`src/rtl/pipe_hazard_ctrl_pkg.sv`:
```
// Shared definitions for the five-stage core hazard and flow controller:
// register index width, FSM state encoding and the scoreboard entry layout.
package pipe_hazard_ctrl_pkg;

    // Register index width (8 GPRs).
    localparam int REG_W = 3;

    // Controller state: normal flow, draining after HALT, fully halted.
    typedef enum logic [1:0] {
        ST_RUN   = 2'd0,
        ST_DRAIN = 2'd1,
        ST_HALT  = 2'd2
    } state_t;

    // One in-flight destination: a valid flag plus the register it writes.
    typedef struct packed {
        logic             valid;
        logic [REG_W-1:0] rd;
    } sb_entry_t;

    // Entries that can raise a RAW hazard, bit 0 = EX, bit 1 = MEM, bit 2 = WB.
    // WB is excluded because the register file writes before it is read.
    localparam logic [2:0] HAZ_WINDOW = 3'b011;

    // Drain counter value on the last cycle HALT spends in MEM/WB.
    localparam logic [1:0] DRAIN_LAST = 2'd2;

endpackage

```
`src/rtl/pipe_hazard_ctrl_scoreboard.sv`:
```
// Three-entry in-flight destination scoreboard (EX, MEM, WB) mirroring the
// ID/EX, EX/MEM and MEM/WB registers, plus the decode-stage RAW compare.
module hazard_scoreboard
    import pipe_hazard_ctrl_pkg::*;
(
    input  logic             clk,
    input  logic             rst,
    input  logic             shift_en,
    input  logic             load_en,
    input  logic [REG_W-1:0] load_rd,
    input  logic             id_valid,
    input  logic [REG_W-1:0] id_rs,
    input  logic [REG_W-1:0] id_rt,
    input  logic             id_use_rs,
    input  logic             id_use_rt,
    output logic             raw
);

    // ent_p0 = EX, ent_p1 = MEM, ent_p2 = WB
    sb_entry_t ent_p0;
    sb_entry_t ent_p1;
    sb_entry_t ent_p2;

    logic [2:0] hit_rs;
    logic [2:0] hit_rt;

    function automatic logic entry_hit(input sb_entry_t e, input logic [REG_W-1:0] r);
        return e.valid && (e.rd == r);
    endfunction

    // Shift the in-flight destinations down the pipe whenever memory is ready.
    always_ff @(posedge clk or negedge rst) begin
        if (!rst) begin
            ent_p0 <= '0;
            ent_p1 <= '0;
            ent_p2 <= '0;
        end else if (shift_en) begin
            ent_p2 <= ent_p1;
            ent_p1 <= ent_p0;
            if (load_en) begin
                ent_p0 <= '{valid: 1'b1, rd: load_rd};
            end else begin
                ent_p0 <= '0;
            end
        end
    end

    // Compare both decode sources against every entry inside the hazard window.
    always_comb begin
        hit_rs = {entry_hit(ent_p2, id_rs), entry_hit(ent_p1, id_rs), entry_hit(ent_p0, id_rs)};
        hit_rt = {entry_hit(ent_p2, id_rt), entry_hit(ent_p1, id_rt), entry_hit(ent_p0, id_rt)};
        raw    = id_valid &&
                 ((id_use_rs && (|(hit_rs & HAZ_WINDOW))) ||
                  (id_use_rt && (|(hit_rt & HAZ_WINDOW))));
    end

endmodule

```
`src/rtl/pipe_hazard_ctrl.sv`:
```
// Pipeline hazard and flow controller: drives the PC, IF/ID and ID/EX enables
// and flushes, stalls decode on RAW hazards, freezes on memory stalls, applies
// execute redirects, and drains then halts the core on HALT.
module pipe_hazard_ctrl #(
    parameter int REG_W = pipe_hazard_ctrl_pkg::REG_W,
    parameter int CNT_W = 16
) (
    input  logic             clk,
    input  logic             rst,
    input  logic             id_valid,
    input  logic [REG_W-1:0] id_rs,
    input  logic [REG_W-1:0] id_rt,
    input  logic             id_use_rs,
    input  logic             id_use_rt,
    input  logic [REG_W-1:0] id_rd,
    input  logic             id_regwr,
    input  logic             id_halt,
    input  logic             ex_redirect,
    input  logic             mem_stall,
    output logic             pc_en,
    output logic             ifid_en,
    output logic             ifid_flush,
    output logic             idex_en,
    output logic             idex_flush,
    output logic             later_en,
    output logic             halted,
    output logic [CNT_W-1:0] stall_cnt
);

    import pipe_hazard_ctrl_pkg::*;

    state_t           state_q;
    state_t           state_d;
    logic [1:0]       drain_q;
    logic [CNT_W-1:0] stall_q;
    logic             raw;
    logic             issue;
    logic             load_en;

    function automatic logic [CNT_W-1:0] sat_inc(input logic [CNT_W-1:0] v);
        return (&v) ? v : v + CNT_W'(1);
    endfunction

    // Decode issues only in RUN when nothing higher in priority holds it back.
    assign issue   = (state_q == ST_RUN) && !mem_stall && !ex_redirect && !raw;
    assign load_en = issue && id_valid && id_regwr;

    hazard_scoreboard u_sb (
        .clk       (clk),
        .rst       (rst),
        .shift_en  (!mem_stall),
        .load_en   (load_en),
        .load_rd   (id_rd),
        .id_valid  (id_valid),
        .id_rs     (id_rs),
        .id_rt     (id_rt),
        .id_use_rs (id_use_rs),
        .id_use_rt (id_use_rt),
        .raw       (raw)
    );

    // FSM state register.
    always_ff @(posedge clk or negedge rst) begin
        if (!rst) begin
            state_q <= ST_RUN;
        end else begin
            state_q <= state_d;
        end
    end

    // FSM next state: HALT issuing starts the drain; the drain ends once HALT
    // has left MEM/WB. A redirect blocks issue, so a squashed HALT never drains.
    always_comb begin
        state_d = state_q;
        case (state_q)
            ST_RUN: begin
                if (issue && id_valid && id_halt) begin
                    state_d = ST_DRAIN;
                end
            end
            ST_DRAIN: begin
                if (!mem_stall && (drain_q == DRAIN_LAST)) begin
                    state_d = ST_HALT;
                end
            end
            ST_HALT: begin
                state_d = ST_HALT;
            end
            default: begin
                state_d = ST_RUN;
            end
        endcase
    end

    // Drain counter: counts non-stalled cycles spent in DRAIN.
    always_ff @(posedge clk or negedge rst) begin
        if (!rst) begin
            drain_q <= 2'd0;
        end else if (state_q != ST_DRAIN) begin
            drain_q <= 2'd0;
        end else if (!mem_stall) begin
            drain_q <= (drain_q == DRAIN_LAST) ? 2'd0 : drain_q + 2'd1;
        end
    end

    // Saturating count of RUN cycles in which decode did not issue.
    always_ff @(posedge clk or negedge rst) begin
        if (!rst) begin
            stall_q <= '0;
        end else if ((state_q == ST_RUN) && !issue) begin
            stall_q <= sat_inc(stall_q);
        end
    end

    assign stall_cnt = stall_q;

    // FSM outputs: priority mux over reset, halt, memory stall, drain,
    // redirect, RAW hazard and normal issue.
    always_comb begin
        pc_en      = 1'b0;
        ifid_en    = 1'b0;
        ifid_flush = 1'b0;
        idex_en    = 1'b0;
        idex_flush = 1'b0;
        later_en   = 1'b0;
        halted     = 1'b0;
        if (!rst) begin
            ifid_flush = 1'b1;
            idex_flush = 1'b1;
        end else if (state_q == ST_HALT) begin
            halted = 1'b1;
        end else if (mem_stall) begin
            pc_en = 1'b0;
        end else if (state_q == ST_DRAIN) begin
            idex_en    = 1'b1;
            idex_flush = 1'b1;
            later_en   = 1'b1;
        end else if (ex_redirect) begin
            pc_en      = 1'b1;
            ifid_en    = 1'b1;
            ifid_flush = 1'b1;
            idex_en    = 1'b1;
            idex_flush = 1'b1;
            later_en   = 1'b1;
        end else if (raw) begin
            idex_en    = 1'b1;
            idex_flush = 1'b1;
            later_en   = 1'b1;
        end else begin
            pc_en    = 1'b1;
            ifid_en  = 1'b1;
            idex_en  = 1'b1;
            later_en = 1'b1;
        end
    end

endmodule
```
`config.mk`:
```
export PLATFORM = sky130hd
export DESIGN_NAME = pipe_hazard_ctrl
export DESIGN_NICKNAME = d
export VERILOG_FILES = /design/src/rtl/pipe_hazard_ctrl_pkg.sv /design/src/rtl/pipe_hazard_ctrl_scoreboard.sv /design/src/rtl/pipe_hazard_ctrl.sv
export SDC_FILE = /design/constraint.sdc
export NUM_CORES = 1
export LEC_CHECK = 0
export CAP_MARGIN = 25
export CORE_MARGIN = 8
export CORE_UTILIZATION = 53
export CTS_BUF_LIST = sky130_fd_sc_hd__clkbuf_16
export DETAILED_ROUTE_END_ITERATION = 10
export PLACE_DENSITY = 0.83
export SLEW_MARGIN = 20
export SYNTH_ARGS = -nofsm -noshare
export SYNTH_HDL_FRONTEND = slang
export SYNTH_SLANG_ARGS = --single-unit
```
`constraint.sdc`:
```
create_clock -name clk -period 4.7 [get_ports clk]
set_input_delay 0.47 -clock clk [delete_from_list [all_inputs] [get_ports clk]]
set_output_delay 0.47 -clock clk [all_outputs]
set_load 0.01 [all_outputs]
```
==> summary.txt <==
Placement
  • Pre-CTS setup slack: between 1.5 and 2 ns
  • Half-perimeter wire length after placement: 2988 um
  • RD Place Congestion: roughly 0.9
  • Port buffer count: 40

CTS
  • Clk sink count: 28
  • Clk Tree Root Cell: clkbuf_16
  • Worst-path clk slew: 0.06 ns
  • CTS tree: done
  • Clock buffer count from CTS: 3
  • H-tree depth: 1
  • Postcts setup bufs: 0
  • Max Buffers Root-to-Sink: 2
  • Post-CTS Resized: 0
  • Worst-skew pair later-pin latency: 0.26 ns
  • Hold Buf Count CTS: 0

STA
  • Period minus WS final: a little over 3 ns
  • Slew HR: 0.6016
  • Final worst setup slack: approximately 1.7 ns
  • Worst slew pin tran: between 0.5 and 0.6 ns
  • Skew final: 0.003945 ns
  • Slew Viols, Final: 0
  • Max Fclk: 0.3303 GHz
  • Final setup TNS: 0 ns
  • Fin crit share: 0.6441
  • Final hold violation count: 0
  • RSZ-0062 raised after global routing: false
  • Setup Viol. Count Final: 0

Logic synthesis
  • Post-synth EDFFs: 0
  • Largest cells by area after synthesis: dfrtp_1 42%, mux2_2 6.8%, xnor2_1 6.4%, xor2_1 5.8%, nand2_1 3.9%
  • Area leader, netlist: dfrtp_1
  • Synth Register Bits: 28
  • Avg Synthesized Cell Area: around 10 sq um
  • Post-synth top flop: dfrtp_1
  • Post-synth top cells: 28 x dfrtp_1, 17 x nand2_1, 12 x xnor2_1
  • Syn Nets: 181
  • Post-Syn Instances: approximately 160
  • Synth top area share: 0.4239
  • Unique masters post-synth: 39
  • Register area share after synthesis: 0.4239
  • Yosys warns: 0
  • Post-synth ARST share: 1.000
  • Synth Cell Area: between 1500 and 2000 sq um
  • Most common cell in the netlist: dfrtp_1

Floorplanning
  • I/O Pins: 41
  • Num rows: 20
  • Die height: between 70 and 80 um
  • Initial Utilization: 0.5504
  • DIE AREA: around 5200 sq um
  • Die Wd: 71.85 um
  • Core ar.: ~3000 sq um

Cells and area
  • Area Growth Syn to Fin: 29.90%
  • Layout cells sized above 1: 0.1168
  • Nets: 222
  • Multi-input combinational cell area: ~900 sq um
  • Antenna diodes: 0
  • Storage element area: ~700 sq um
  • Fillers: about 230

Routing
  • Initial DRC Count: 117
  • ANT nets after route: 0
  • # DRC: 0
  • DR vias/cell: 5.848
  • Routed Wire Length: 3929 um
  • Wire per inst: between 15 and 20 um
  • Drt first pass iters: 4
  • Vias: approximately 1300

Global route
  • GRT Util Overall: 0.1569
  • Initial antenna violation count: 0
  • Grt peak-use layer: met2
  • Vias in the first global route: between 1000 and 1500
  • Met2 usage: 0.2783
  • First-pass GRT wire length: approximately 6500 um
  • M1 GR Usage: 0.1735
  • Met3 usage in global routing: 0.03905
  • Largest net degree at the start of global routing: 24
  • Grt total ovfl: 0

Setup path
  • Worst setup path class: in2out
  • Critical Path Sink Type: primary output
  • Critical Path Start Type: primary input
  • CP arrival: 2.56 ns
  • Worst-path maximum fanout: 6
  • CP required: around 4.2 ns

Power
  • Leakage: 0.8933 nW
  • PwrDens: about 440 nW/um^2
  • Sequential Power Share: 0.391
  • Total Power: 0.0009544 W
  • Switching portion of total power: 0.3408
  • Clock power frac: 0.190
  • Internal Power: approximately 0.00063 W
  • Peak supply drop: between 0.2 and 0.3 mV
  • Combinational cell fraction of total power: 0.419
  • Psw: ~0.00033 W

Run
  • Max Cap Viol: 0

Outcome
  • Status: finished, final reports clean

Min path
  • Worst hold path class: reg2reg
## layer usage
layer	share of wire	vias up
met2	0.51	49
met4	0.018	0
met1	0.41	640
met5	0	-
li1	-	649
met3	0.065	7
## stage by stage
step	cell area, sq um	utilization	hold slack, ns	std cells
floorplan	1653	-	0.1744	158
global placement	2064	0.6875	0.4768	226
detailed placement	2064	0.6875	0.4853	226
CTS	2140	0.7125	0.4950	229
global route	2147	0.7150	0.4999	230
finish	2147	0.7150	0.4944	230
## path summary, 6_finish.rpt
| path | start | to | slack, ns | cells past startpoint |
|---|---|---|---|---|
| setup reg to reg | u_sb.ent_p0[0] | stall_cnt[12] | 2.59 | 7 |
| min in group asynchronous | rst | u_sb.ent_p0[3] | 0.54 | 1 |
| hold / removal | stall_cnt[4] | stall_cnt[4] | 0.49 | 1 |
| hold reg to reg | stall_cnt[4] | stall_cnt[4] | 0.49 | 1 |
| max in group asynchronous | rst | stall_cnt[8] | 3.50 | 2 |
| setup / recovery | id_rt[2] | idex_flush | 1.67 | 8 |
## power by group through the flow
stage               Sequential (W)  Combinational (W)  Clock, W
finish                    0.000374           0.000400  0.000181
floorplan                 0.000379           0.000209         0
detailed placement        0.000375           0.000399         0
global route              0.000380           0.000434  0.000197
CTS                       0.000372           0.000403  0.000187
global placement          0.000368           0.000381         0
## worst max-delay path: stages
cell             delay [ns]
clkdlybuf4s50_1        0.52
xnor2_1                0.14
nand4_1                0.13
nand2_1                0.12
a22oi_1                0.18
o21a_1                 0.22
o31ai_1                0.20
clkdlybuf4s50_1        0.59
## layout make-up
type	instances	area share
flip-flops and latches	28	0.3263
clock buffers	3	0.03497
well taps	33	0.01923
repair buffers	42	0.1935
inverters	4	0.006993
multi-input cells	120	0.4190
## layout by cell type, fill, tap and decap left out, types with 2 or more instances in the layout
master           count
clkdlybuf4s50_1     40
dfrtp_1             28
nand2_1             17
xnor2_1             12
xor2_1              11
mux2_2              10
nand4_1              8
nor3_1               7
nand3_1              7
nor2_1               6
nor4_1               5
ha_1                 5
inv_1                4
nor4b_1              4
a32o_1               3
clkbuf_16            3
nand2b_1             2
a21oi_1              2
a22o_1               2
buf_4                2
## cells by family (layout without fill, tap and decap cells)
| group | count (synthesis) | count (layout) | share of synthesized area |
|---|---|---|---|
| and+or+nand+nor | 67 | 67 | 0.2324 |
| DFF | 28 | 28 | 0.4239 |
| xor gates and xnor gates | 23 | 23 | 0.1219 |
| AOI/OAI and AO/OA | 14 | 14 | 0.07495 |
| muxes | 11 | 11 | 0.07721 |
| buffers and inverters | 10 | 49 | 0.03179 |
| adders and majority gates | 5 | 5 | 0.03785 |
## state kept, by name, summed over array words and instances, names as in the netlist
| signal | count |
|---|---|
| stall_cnt | 16 |
| state_q | 2 |
| drain_q | 2 |
| u_sb.ent_p0 | 4 |
| u_sb.ent_p1 | 4 |
(Power assumes the default switching activity.)
